### src/rtl/usr_ctrl.sv
// ---------------------------------------------------------------------------
// usr_ctrl
// Command sequencer for a 4-bit universal shift register.
//
// It accepts one load/shift/rotate command at a time over a valid/ready
// command channel. It then drives the register's select, parallel-in and
// serial-in pins, one step per cycle. When the command is finished, it
// returns the register contents over a valid/ready response channel.
//
// Ports
//   clk, reset                  clock; synchronous active-high reset
//   cmd_valid/cmd_ready         command handshake
//   cmd_op                      0=LOAD 1=SHR 2=SHL 3=ROR
//   cmd_data                    parallel value for LOAD
//   cmd_cnt                     number of shift steps (ignored for LOAD)
//   cmd_fill                    serial bit inserted by SHR/SHL
//   rsp_valid/rsp_ready         response handshake
//   rsp_data                    register contents after the command
//   done_cnt                    completed responses, wraps
//   usr_select                  register select: 0=right 1=left 2=load 3=hold
//   usr_pdin                    register parallel input
//   usr_l_in / usr_r_in         register serial inputs
//   usr_pdout                   register parallel output
// ---------------------------------------------------------------------------
module usr_ctrl #(
    parameter int CNT_W  = 3,
    parameter int DONE_W = 8
) (
    input  logic              clk,
    input  logic              reset,
    input  logic              cmd_valid,
    output logic              cmd_ready,
    input  logic [1:0]        cmd_op,
    input  logic [3:0]        cmd_data,
    input  logic [CNT_W-1:0]  cmd_cnt,
    input  logic              cmd_fill,
    output logic              rsp_valid,
    input  logic              rsp_ready,
    output logic [3:0]        rsp_data,
    output logic [DONE_W-1:0] done_cnt,
    output logic [1:0]        usr_select,
    output logic [3:0]        usr_pdin,
    output logic              usr_l_in,
    output logic              usr_r_in,
    input  logic [3:0]        usr_pdout
);

    localparam logic [1:0] OP_LOAD = 2'd0;
    localparam logic [1:0] OP_SHR  = 2'd1;
    localparam logic [1:0] OP_SHL  = 2'd2;
    localparam logic [1:0] OP_ROR  = 2'd3;

    localparam logic [1:0] SEL_RIGHT = 2'd0;
    localparam logic [1:0] SEL_LEFT  = 2'd1;
    localparam logic [1:0] SEL_LOAD  = 2'd2;
    localparam logic [1:0] SEL_HOLD  = 2'd3;

    typedef enum logic [1:0] {
        IDLE = 2'd0,
        EXEC = 2'd1,
        RESP = 2'd2
    } state_t;

    state_t           state;
    logic [1:0]       op_q;
    logic [3:0]       data_q;
    logic             fill_q;
    logic [CNT_W-1:0] rem_q;

    always_ff @(posedge clk) begin
        if (reset) begin
            state    <= IDLE;
            op_q     <= OP_LOAD;
            data_q   <= 4'd0;
            fill_q   <= 1'b0;
            rem_q    <= '0;
            done_cnt <= '0;
        end else begin
            case (state)
                IDLE: begin
                    if (cmd_valid) begin
                        op_q   <= cmd_op;
                        data_q <= cmd_data;
                        fill_q <= cmd_fill;
                        rem_q  <= cmd_cnt;
                        // A zero-count shift never touches the register.
                        if (cmd_op == OP_LOAD || cmd_cnt != '0)
                            state <= EXEC;
                        else
                            state <= RESP;
                    end
                end
                EXEC: begin
                    if (op_q == OP_LOAD) begin
                        state <= RESP;
                    end else begin
                        rem_q <= rem_q - CNT_W'(1);
                        // The last step happens on this edge, so leave now.
                        if (rem_q == CNT_W'(1))
                            state <= RESP;
                    end
                end
                RESP: begin
                    if (rsp_ready) begin
                        done_cnt <= done_cnt + DONE_W'(1);
                        state    <= IDLE;
                    end
                end
                default: state <= IDLE;
            endcase
        end
    end

    assign cmd_ready = (state == IDLE);
    assign rsp_valid = (state == RESP);
    assign rsp_data  = usr_pdout;

    // Register controls are combinational, so the register takes each step
    // on the same edge that the controller uses to advance.
    always_comb begin
        usr_select = SEL_HOLD;
        usr_pdin   = 4'd0;
        usr_l_in   = 1'b0;
        usr_r_in   = 1'b0;
        if (state == EXEC) begin
            case (op_q)
                OP_LOAD: begin
                    usr_select = SEL_LOAD;
                    usr_pdin   = data_q;
                end
                OP_SHR: begin
                    usr_select = SEL_RIGHT;
                    usr_r_in   = fill_q;
                end
                OP_SHL: begin
                    usr_select = SEL_LEFT;
                    usr_l_in   = fill_q;
                end
                OP_ROR: begin
                    // Rotate: the bit leaving at the bottom re-enters at the top.
                    usr_select = SEL_RIGHT;
                    usr_r_in   = usr_pdout[0];
                end
                default: usr_select = SEL_HOLD;
            endcase
        end
    end

endmodule

### config.mk
export PLATFORM = sky130hd
export DESIGN_NAME = usr_ctrl
export DESIGN_NICKNAME = d
export VERILOG_FILES = /design/src/rtl/usr_ctrl.sv
export SDC_FILE = /design/constraint.sdc
export NUM_CORES = 1
export LEC_CHECK = 0
export BUFFER_PORTS_ARGS = -buffer_cell sky130_fd_sc_hd__buf_2
export CELL_PAD_IN_SITES_DETAIL_PLACEMENT = 0
export CELL_PAD_IN_SITES_GLOBAL_PLACEMENT = 1
export CORE_ASPECT_RATIO = 0.75
export CORE_MARGIN = 4
export CORE_UTILIZATION = 30
export DETAILED_ROUTE_END_ITERATION = 8
export GPL_TIMING_DRIVEN = 0
export PLACE_DENSITY_LB_ADDON = 0.05
export REMOVE_ABC_BUFFERS = 1
export SLEW_MARGIN = 10
export SYNTH_ARGS = -nofsm -noshare
export SYNTH_HDL_FRONTEND = slang
export SYNTH_SLANG_ARGS = --single-unit
export TNS_END_PERCENT = 100
### constraint.sdc
create_clock -name clk -period 1.2 [get_ports clk]
set_input_delay 0.24 -clock clk [delete_from_list [all_inputs] [get_ports clk]]
set_output_delay 0.24 -clock clk [all_outputs]
set_load 0.02 [all_outputs]
==> metrics.txt <==
# TYPE chip_impl_metric gauge
chip_impl_metric{name="worst-r2r-cell-count",unit=""} 5
chip_impl_info{name="cts_root_buf",value="sky130_fd_sc_hd__clkbuf_8"} 1
chip_impl_metric{name="antenna_found_initial",unit=""} 0
chip_impl_info{name="setup.worst_path.end_class",value="output pin"} 1
chip_impl_metric{name="combinationalPowerShare",unit="%"} 20.3
chip_impl_metric{name="avgRoutedWirePerCell",unit="um"} 13.7
chip_impl_metric{name="max_cap_violations",unit=""} 0
chip_impl_metric{name="tritoncts_num_sinks",unit=""} 20
chip_impl_metric{name="die_w",unit="um"} 76.4
chip_impl_metric{name="least_margin_pin_slew",unit="ns"} 0.413
chip_impl_metric{name="coreArea",unit="mm^2"} 0.00333
chip_impl_metric{name="seq_power_share",unit="%"} 41.8
chip_impl_metric{name="sw_frac_of_total",unit="%"} 26.8
chip_impl_metric{name="skew",unit="ns"} 0.00554
chip_impl_metric{name="peakVddDrop",unit="V"} 0.000549
chip_impl_metric{name="num_io_pins",unit=""} 40
chip_impl_metric{name="grt_pass1_vias",unit=""} 956
chip_impl_metric{name="post_synth_instance_area",unit="mm^2"} 0.00105
chip_impl_metric{name="hpwlAfterDp",unit="um"} 1900
chip_impl_metric{name="fill_cells",unit=""} 335
chip_impl_metric{name="postSynthRegisterBits",unit=""} 20
chip_impl_metric{name="synthesis.area_per_instance",unit="um^2"} 8.03
chip_impl_metric{name="post_synth_num_cell_types",unit=""} 37
chip_impl_metric{name="final-hold-violation-count",unit=""} 0
chip_impl_metric{name="grt_util_overall",unit="%"} 12.7
chip_impl_info{name="worst_setup_path_startpoint",value="state[0]"} 1
chip_impl_metric{name="tritoncts.num_buffers",unit=""} 3
chip_impl_info{name="worst_setup_path_endpoint",value="usr_pdin[3]"} 1
chip_impl_metric{name="synth.top_cell.area_share",unit="%"} 38.0
chip_impl_metric{name="insertion_delay",unit="ns"} 0.26
chip_impl_metric{name="dpl-instance-area",unit="mm^2"} 0.00119
chip_impl_metric{name="ant_nets",unit=""} 0
chip_impl_metric{name="grt_overflow_total",unit=""} 0
chip_impl_metric{name="clk_transition_reported_paths",unit="ns"} 0.08
chip_impl_metric{name="ys_async_sr_fraction",unit="%"} 0
chip_impl_metric{name="final-instance-count-excl-fill",unit=""} 205
chip_impl_metric{name="synth_edf_count",unit=""} 0
chip_impl_info{name="synthDominantAreaCellType",value="sky130_fd_sc_hd__dfxtp_1"} 1
chip_impl_info{name="critical_path_class",value="flip-flop to output pin"} 1
chip_impl_metric{name="route.detailed.drc",unit=""} 0
chip_impl_metric{name="buffer_ports.inserted",unit=""} 33
chip_impl_metric{name="detail_route.wirelength",unit="um"} 2810
chip_impl_metric{name="nets",unit=""} 187
chip_impl_metric{name="worst-endpoint-arrival",unit="ns"} 1.22
chip_impl_metric{name="internal-power",unit="uW"} 1320
chip_impl_metric{name="areaGrowthSynthToFinish",unit="%"} 38.4
chip_impl_metric{name="largest_net_degree_at_the_start_of_global_routing",unit=""} 21
chip_impl_metric{name="critical_path_peak_fanout",unit=""} 8
chip_impl_metric{name="dr.first_iter.drc_count",unit=""} 33
chip_impl_info{name="rsz0062_at_grt",value="true"} 1
chip_impl_metric{name="static_leakage",unit="uW"} 0.000636
chip_impl_metric{name="h-tree-depth",unit=""} 1
chip_impl_info{name="outcome",value="complete, but fails checks"} 1
chip_impl_metric{name="grt_first_pass_wirelength",unit="um"} 4550
chip_impl_metric{name="timing.slew.headroom",unit="%"} 72.5
chip_impl_metric{name="effective_utilization_at_floorplan",unit="%"} 31.6
chip_impl_info{name="final_cell_mix",value="26 x sky130_fd_sc_hd__buf_2, 22 x sky130_fd_sc_hd__nand2_1, 16 x sky130_fd_sc_hd__dfxtp_1, 12 x sky130_fd_sc_hd__a21oi_1, 11 x sky130_fd_sc_hd__buf_4"} 1
chip_impl_info{name="worst_r2r_endpoint",value="done_cnt[6]"} 1
chip_impl_info{name="cts_tree",value="done"} 1
chip_impl_metric{name="place_ws",unit="ns"} -0.371
chip_impl_metric{name="report.final.setup_viol",unit=""} 16
chip_impl_metric{name="first_pass_iters",unit=""} 4
chip_impl_metric{name="fmaxAchievable",unit="GHz"} 0.684
chip_impl_metric{name="vias",unit=""} 979
chip_impl_metric{name="numPlacedInstances",unit=""} 193
chip_impl_info{name="netlist_top_cells_area",value="sky130_fd_sc_hd__dfxtp_1 38%, sky130_fd_sc_hd__nand2_1 8.6%, sky130_fd_sc_hd__a21oi_1 5.7%, sky130_fd_sc_hd__buf_4 4.3%, sky130_fd_sc_hd__nor2_1 3.9%"} 1
chip_impl_info{name="timing.hold.worst.class",value="input port to flip-flop"} 1
chip_impl_info{name="layout.cells.most_common",value="sky130_fd_sc_hd__buf_2"} 1
chip_impl_info{name="worst_r2r_startpoint",value="state[0]"} 1
chip_impl_metric{name="die_y",unit="um"} 59.3
chip_impl_info{name="critical_path.startpoint_type",value="flip-flop"} 1
chip_impl_metric{name="timing.reg2reg.setup_slack",unit="ns"} -0.09
chip_impl_metric{name="required",unit="ns"} 0.96
chip_impl_metric{name="yosysWarningCount",unit=""} 0
chip_impl_info{name="synth_flop_cell",value="sky130_fd_sc_hd__dfxtp_1"} 1
chip_impl_metric{name="report.final.slew_viol_count",unit=""} 0
chip_impl_metric{name="post-route-period-util",unit="%"} 122
chip_impl_metric{name="vias_per_cell",unit=""} 4.78
chip_impl_metric{name="synth_cells",unit=""} 131
chip_impl_metric{name="synth_seq_area_share",unit="%"} 38.0
chip_impl_metric{name="layout_setup_ws",unit="ns"} -0.262
chip_impl_metric{name="finish.instance_area",unit="mm^2"} 0.00146
chip_impl_info{name="violations_in_the_final_reports",value="setup timing"} 1
chip_impl_metric{name="p_sw",unit="uW"} 482
chip_impl_metric{name="pwr-share-clk",unit="%"} 37.9
chip_impl_metric{name="n_antenna_cell",unit=""} 0
chip_impl_metric{name="design.die.area",unit="mm^2"} 0.00453
chip_impl_metric{name="period_minus_slack",unit="ns"} 1.46
chip_impl_metric{name="final_layout_size_suffix_gt1_share",unit="%"} 42.4
chip_impl_metric{name="placementRows",unit=""} 18
chip_impl_metric{name="p_per_area",unit="mW/mm^2"} 1230
chip_impl_metric{name="routabilityCongestion",unit=""} 0.759
chip_impl_metric{name="bufs_on_longest_clock_path",unit=""} 2
sequential cells by signal (all words and copies together), names as in the netlist:
signal / count
data_q: 4
op_q: 2
state: 2
done_cnt: 8
rem_q: 3
fill_q: 1
final cells by class:
class                      instances  area (um^2)  share of cell area [%]
sequential                        20          415                    28.5
clock inverter                     1         30.0                    2.06
clock buffer                       3         41.3                    2.84
tap                               40         50.0                    3.44
multi-input combinational         96          647                    44.4
inverter                           4         15.0                    1.03
timing repair buffer              41          258                    17.7
layer usage:
layer | GRT usage [%] | up-vias | share of wire [%]
met3 | 4.26 | 2 | 4.4
met4 | 2.58 | 0 | 0.28
met2 | 20.4 | 20 | 46
met5 | 0 | - | 0
li1 | - | 503 | -
met1 | 16.8 | 454 | 49
worst min path at each step:
stage / slack, ns / endpoint / depth (start not counted) / startpoint
2_1_floorplan: 0.31 / data_q[0] / 1 / reset
5_1_grt: 0.19 / data_q[0] / 3 / cmd_data[0]
3_5_place_dp: 0.44 / data_q[2] / 2 / data_q[2]
3_3_place_gp: 0.44 / data_q[2] / 2 / data_q[2]
4_1_cts: 0.20 / data_q[1] / 3 / cmd_data[1]
6_report: 0.20 / data_q[1] / 3 / cmd_data[1]
stage by stage:
stage / utilization [%] / hold slack [ns] / setup TNS [ns] / power [uW]
3_3_place_gp: 35.8 / 0.437 / -4.08 / 1050
5_1_grt: 43.7 / 0.191 / -4.00 / 1890
3_5_place_dp: 35.8 / 0.444 / -4.24 / 1050
6_report: 43.7 / 0.203 / -2.45 / 1800
2_1_floorplan: - / 0.309 / -1.38 / 938
4_1_cts: 41.5 / 0.200 / -2.26 / 1790
worst max-delay path, stage by stage (launching register included):
cell and delay, ns:
sky130_fd_sc_hd__dfxtp_4 0.37, sky130_fd_sc_hd__nor2b_4 0.25, sky130_fd_sc_hd__and3_1 0.20, sky130_fd_sc_hd__buf_4 0.14
cell usage after synthesis, drive strengths merged (2+ instances only):
| library cell | number |
|---|---|
| nand2 | 24 |
| dfxtp | 20 |
| nor2 | 13 |
| a21oi | 12 |
| buf | 9 |
| and3 | 5 |
| o21ai | 5 |
| inv | 4 |
| nor2b | 4 |
| ha | 3 |
| nand4 | 3 |
| xnor2 | 3 |
| xor2 | 3 |
| and2 | 2 |
| clkbuf | 2 |
| nand3b | 2 |
| nor3 | 2 |
| nor4 | 2 |
| o211ai | 2 |
power groups by stage:
stage / sequential [uW] / combinational, uW / clock [uW]
after floorplan: 756 / 182 / 0
after global placement: 760 / 287 / 0
after detailed placement: 763 / 287 / 0
after CTS: 748 / 335 / 704
after global routing: 758 / 404 / 728
final: 751 / 365 / 682
cells by family (layout without fill, tap and decap cells):
group	Yosys count	in the layout	share of synthesized area, %
and+or+nand+nor	61	61	29.5
AOI/OAI and AO/OA	25	25	14.5
DFF	20	20	38.0
buffers and inverters	15	49	8.44
xor gates and xnor gates	6	6	4.99
adders and majority gates	3	3	3.57
muxes	1	1	0.951
repair_timing:
item                                    4_1_cts  5_1_grt
hold buffers                                  0        0
pin swaps                                     4        7
buffers inserted                              5        3
cloned                                        0        0
gates resized for setup                      27       14
endpoints found under the setup margin       28       30
No activity file was read; power rests on OpenSTA's default activity.
